## src/rtl/id_stage.sv

```systemverilog
// Decode/operand-fetch stage: 32x32 regfile, busy scoreboard, registered ID/EX slot for the ALU.
// Latency: 1 cycle from accept to ex_valid; write-through bypass makes a writeback visible the same cycle.
// Backpressure: instr_ready drops while the slot is held (ex_valid && !ex_ready) or a used source is busy.
module id_stage (
    input  logic        clk,
    input  logic        reset,
    input  logic        instr_valid,
    input  logic [31:0] instr,
    output logic        instr_ready,
    output logic        ex_valid,
    input  logic        ex_ready,
    output logic [5:0]  ex_opcode,
    output logic [5:0]  ex_func_field,
    output logic [31:0] ex_A,
    output logic [31:0] ex_B,
    output logic [4:0]  ex_dest,
    output logic        ex_dest_en,
    input  logic        wb_en,
    input  logic [4:0]  wb_addr,
    input  logic [31:0] wb_data
);

    localparam logic [5:0] OP_RTYPE = 6'h00;
    localparam logic [5:0] OP_BEQ   = 6'h04;
    localparam logic [5:0] OP_ADDI  = 6'h08;
    localparam logic [5:0] OP_SLTI  = 6'h0A;
    localparam logic [5:0] OP_ANDI  = 6'h0C;
    localparam logic [5:0] OP_ORI   = 6'h0D;
    localparam logic [5:0] OP_LW    = 6'h23;
    localparam logic [5:0] OP_SW    = 6'h2B;

    typedef struct packed {
        logic [5:0]  opcode;
        logic [5:0]  func_field;
        logic [31:0] a;
        logic [31:0] b;
        logic [4:0]  dest;
        logic        dest_en;
    } ex_slot_t;

    logic [31:0] regs [32];
    logic [31:0] busy_q;
    logic [31:0] busy_d;
    ex_slot_t    slot_q;
    ex_slot_t    dec;

    logic [5:0]  op;
    logic [4:0]  rs_idx;
    logic [4:0]  rt_idx;
    logic [4:0]  rd_idx;
    logic [15:0] imm;
    logic [31:0] rs_dat;
    logic [31:0] rt_dat;
    logic        rs_clr;
    logic        rt_clr;
    logic        uses_rt;
    logic        hazard;
    logic        accept;
    logic        wb_live;

    assign op     = instr[31:26];
    assign rs_idx = instr[25:21];
    assign rt_idx = instr[20:16];
    assign rd_idx = instr[15:11];
    assign imm    = instr[15:0];

    assign wb_live = wb_en && (wb_addr != 5'd0);
    assign rs_clr  = wb_live && (wb_addr == rs_idx);
    assign rt_clr  = wb_live && (wb_addr == rt_idx);

    // r0 is hardwired to zero, so it never bypasses and never reads the array.
    assign rs_dat = (rs_idx == 5'd0) ? 32'd0 : (rs_clr ? wb_data : regs[rs_idx]);
    assign rt_dat = (rt_idx == 5'd0) ? 32'd0 : (rt_clr ? wb_data : regs[rt_idx]);

    always_comb begin
        dec            = '0;
        uses_rt        = 1'b0;
        dec.opcode     = op;
        dec.func_field = instr[5:0];
        dec.a          = rs_dat;
        dec.b          = rt_dat;
        dec.dest       = rt_idx;
        dec.dest_en    = 1'b0;
        case (op)
            OP_RTYPE: begin
                uses_rt     = 1'b1;
                dec.dest    = rd_idx;
                dec.dest_en = 1'b1;
            end
            OP_BEQ: uses_rt = 1'b1;
            OP_ADDI, OP_SLTI, OP_LW: begin
                dec.b       = {{16{imm[15]}}, imm};
                dec.dest_en = 1'b1;
            end
            OP_ANDI, OP_ORI: begin
                dec.b       = {16'd0, imm};
                dec.dest_en = 1'b1;
            end
            OP_SW: dec.b = {{16{imm[15]}}, imm};
            default: ;
        endcase
        if (dec.dest == 5'd0) begin
            dec.dest_en = 1'b0;
        end
    end

    // busy_q[0] is never set, so r0 sources can never stall.
    assign hazard = (busy_q[rs_idx] && !rs_clr) ||
                    (uses_rt && busy_q[rt_idx] && !rt_clr);

    assign instr_ready = !reset && (!ex_valid || ex_ready) && !hazard;
    assign accept      = instr_valid && instr_ready;

    // Set is applied after clear so a same-cycle set/clear leaves the bit busy.
    always_comb begin
        busy_d = busy_q;
        if (wb_live) begin
            busy_d[wb_addr] = 1'b0;
        end
        if (accept && dec.dest_en) begin
            busy_d[dec.dest] = 1'b1;
        end
    end

    always_ff @(posedge clk) begin
        if (reset) begin
            for (int i = 0; i < 32; i++) begin
                regs[i] <= 32'd0;
            end
            busy_q   <= '0;
            ex_valid <= 1'b0;
            slot_q   <= '0;
        end else begin
            if (wb_live) begin
                regs[wb_addr] <= wb_data;
            end
            busy_q <= busy_d;
            if (accept) begin
                slot_q   <= dec;
                ex_valid <= 1'b1;
            end else if (ex_ready) begin
                ex_valid <= 1'b0;
            end
        end
    end

    assign ex_opcode     = slot_q.opcode;
    assign ex_func_field = slot_q.func_field;
    assign ex_A          = slot_q.a;
    assign ex_B          = slot_q.b;
    assign ex_dest       = slot_q.dest;
    assign ex_dest_en    = slot_q.dest_en;

endmodule

```

## config.mk

```make
export PLATFORM = sky130hd
export DESIGN_NAME = id_stage
export DESIGN_NICKNAME = d
export VERILOG_FILES = /design/src/rtl/id_stage.sv
export SDC_FILE = /design/constraint.sdc
export NUM_CORES = 2
export LEC_CHECK = 0
export ABC_AREA = 1
export CORE_ASPECT_RATIO = 2
export CORE_MARGIN = 2
export CORE_UTILIZATION = 42
export CTS_CLUSTER_SIZE = 12
export DETAILED_ROUTE_END_ITERATION = 8
export PLACE_DENSITY_LB_ADDON = 0.05
export RECOVER_POWER = 50
export SETUP_SLACK_MARGIN = 0.05
export SLEW_MARGIN = 20
export SYNTH_ARGS = -nofsm -noshare
export SYNTH_HDL_FRONTEND = slang
export SYNTH_SLANG_ARGS = --single-unit
```

## constraint.sdc

```tcl
create_clock -name clk -period 2.65 [get_ports clk]
set_input_delay 0.3975 -clock clk [delete_from_list [all_inputs] [get_ports clk]]
set_output_delay 0.3975 -clock clk [all_outputs]
set_load 0.05 [all_outputs]
```

==> out/results.tsv <==
stage	metric	value	unit
outcome	status	finished, violations left	
outcome	violations	negative setup slack	
sta	finClkSkew	0.01582	ns
layout	nNetsFinal	7783	
drt	drtIter0Drc	7002	
drt	ant_nets	0	
global_routing	first_global_vias	55493	
yosys	synth_common_cells	1456 x nor2_1, 1024 x edfxtp_1, 978 x nand2_1	
power_and_ir_drop	pwr-share-comb	17.4	%
global_routing	grt_usage	35.93	%
drt	via_count	58017	
floorplanning	num_rows	199	
clock_tree	clk_pin_slew_worst_paths	0.07	ns
yosys	ys.flop_type	edfxtp_1	
floorplanning	ioPinCount	158	
power_and_ir_drop	clockPowerShare	35.2	%
clock_tree	root_buffer	clkbuf_16	
power_and_ir_drop	ir_worst_vdd	510.1	uV
power_and_ir_drop	p_int	31.27	mW
sta	worst_pin_slew	1.461	ns
setup_path	end_kind	flip-flop	
clock_tree	cts_tree	done	
setup_path	r2r-end	ex_A[12]	
floorplanning	coreArea	147200	sq um
global_routing	grt.overflow.total	0	
yosys	ys_seq_elements	1139	
place	port_buffers	157	
yosys	synthCells	7490	
clock_tree	cts_buffer_depth	3	
sta	whs	0.06072	ns
place	dpl.hpwl	192200	um
setup_path	cp-start-kind	input port	
global_routing	antenna_found_initial	11	
setup_path	arrival	3.03	ns
power_and_ir_drop	power.net_switching	13.00	mW
place	gp_congestion	1.060	
clock_tree	cts_max_level	3	
place	dp_cells	9502	
sta	post-route-period-util	100.8	%
global_routing	grt_pass1_wl	393500	um
min_path	hold_class	in -> reg	
yosys	ys_seq_area_share	53.11	%
yosys	synth_area_per_cell	8.309	sq um
floorplanning	die-width	276.2	um
setup_path	rrSetupSlack	0.39	ns
power_and_ir_drop	leakagePower	28.76	nW
layout	syn_to_final_growth	17.22	%
setup_path	crit_required	3.01	ns
drt	totalWireLength	279000	um
global_routing	grt_max_degree	76	
layout	fin_cells	9689	
sta	drv_slew	0	
layout	drive_gt1_share	10.79	%
sta	timing.final.ws_setup	-0.02099	ns
yosys	synth.top_cells.by_area	edfxtp_1 49%, nor2_1 8.8%, nand3_1 6.4%	
clock_tree	cts_buffers	112	
floorplanning	die_area	151500	sq um
sta	setup_violations	12	
power_and_ir_drop	seq_power_share	47.4	%
sta	period_minus_slack	2.671	ns
yosys	synth.cell_area	62230	sq um
setup_path	crit_fanout	15	
setup_path	r2r_cells	11	
setup_path	startpoint	wb_addr[3]	
clock_tree	cts.sinks	1139	
yosys	synth_async_sr_flop_share	0	%
yosys	post-synth-top-count-cell	nor2_1	
drt	wl_per_cell	28.80	um
clock_tree	clk-insertion-delay-late	0.73	ns
sta	fmax	0.3744	GHz
sta	rsz0062_at_grt	true	
flow_run	maxCapViolations	0	
drt	dr.pass1.iters	8	
setup_path	path_class	in -> reg	
floorplanning	die_h	548.4	um
yosys	yosys.area.top_type	edfxtp_1	
layout	post-route-util	49.58	%
sta	finalHoldViolCount	0	
setup_path	reg2reg_from	regs[24][12]	
sta	max_slew_margin	2.627	%
drt	drcViolationCount	0	
power_and_ir_drop	totalPowerFinal	44.27	mW
yosys	synth_top_area_share	49.41	%
setup_path	cp-endpoint	regs[12][6]	
power_and_ir_drop	power_density	606.9	nW/um^2
power_and_ir_drop	p_sw_share	29.36	%
yosys	yosysWarnings	0	
yosys	synth_edf_count	1024	
yosys	synth_cell_types	41	
drt	viasPerCell	5.988	
floorplanning	start_util	42.29	%
[through the flow]
step | setup TNS, ns | area, sq um | setup slack (ns)
floorplan | -29.12 | 62350 | -0.07739
global placement | -9.762 | 70500 | -0.1270
detailed placement | -12.27 | 70500 | -0.1318
CTS | -0.05613 | 73840 | -0.05613
global route | -0.03588 | 72950 | -0.03588
finish | -0.2130 | 72950 | -0.02099
[timing repair]
action                                  in CTS  in global routing
buffers inserted                             0                  2
hold buffers                                 0                  0
resized for setup                            6                 30
endpoints found under the setup margin       3                  1
pin swaps                                    1                 14
[how the worst min path moves through the flow]
| stage | start | depth (start not counted) | endpoint |
|---|---|---|---|
| 2_1_floorplan | busy_q[0] | 2 | busy_q[0] |
| 3_3_place_gp | busy_q[0] | 2 | busy_q[0] |
| 3_5_place_dp | busy_q[0] | 2 | busy_q[0] |
| 4_1_cts | reset | 2 | ex_valid |
| 5_1_grt | reset | 2 | ex_valid |
| 6_report | reset | 2 | ex_opcode[2] |
[final cells by class]
cell class,count,area [sq um]
fill,13972,74200
sequential,1139,33060
multi-input combinational,5118,23790
timing repair buffer,769,8199
clock buffer,153,3084
tap,1909,2389
inverter,569,2160
clock inverter,29,256.5
antenna,3,7.507
[critical path, cell delays in order]
cell and delay [ns]:
clkdlybuf4s50_1 0.57, clkbuf_1 0.29, inv_1 0.14, nor4_2 0.27
clkbuf_1 0.38, nand3_1 0.24, nand2_1 0.15, clkbuf_2 0.56
[layer usage]
layer | part of all wire (%) | up-vias | global-route usage [%]
met5 | 0.028 | - | 0
met4 | 7.9 | 12 | 24.76
met3 | 7.7 | 783 | 4.598
met2 | 49 | 3078 | 61.53
met1 | 36 | 28268 | 41.99
li1 | - | 25876 | -
[cells in the final DEF (no fill, tap or decap), types with 24 or more instances in the layout]
cell type,n
dfxtp_1,105
clkbuf_1,47
o21ai_1,171
a21oi_1,546
nor2_1,1452
edfxtp_1,1024
clkbuf_2,56
buf_4,356
clkbuf_16,115
clkdlybuf4s50_1,143
nand2_1,954
o22ai_1,36
nand3_1,780
inv_1,552
buf_12,179
nand2_2,24
o21ai_0,681
conb_1,32
o211ai_1,362
[kinds of logic (layout without fill, tap and decap cells)]
kind of cell,after synthesis,in the layout,share of synthesized area [%]
and+or+nand+nor,3272,3272,21.55
AOI/OAI and AO/OA,1807,1807,16.13
buffers and inverters,1264,1520,9.107
DFF,1139,1139,53.11
xor gates and xnor gates,7,7,0.09851
other,1,35,0.006026
[flip-flops by register name, summed over array words and instances, names as in the netlist]
name,count
ex_B,32
ex_opcode,6
ex_A,32
ex_valid,1
ex_dest_en,1
ex_dest,5
ex_func_field,6
busy_q,32
regs,1024
[power groups by stage]
stage	Combinational, mW	Clock, mW	Sequential, mW
after global placement	7.61	0	21.3
after detailed placement	7.64	0	21.4
after global routing	8.10	16.3	21.1
after floorplan	3.61	0	21.5
final	7.69	15.6	21.0
after CTS	7.66	15.8	21.0
No activity file was read; power rests on OpenSTA's default activity.
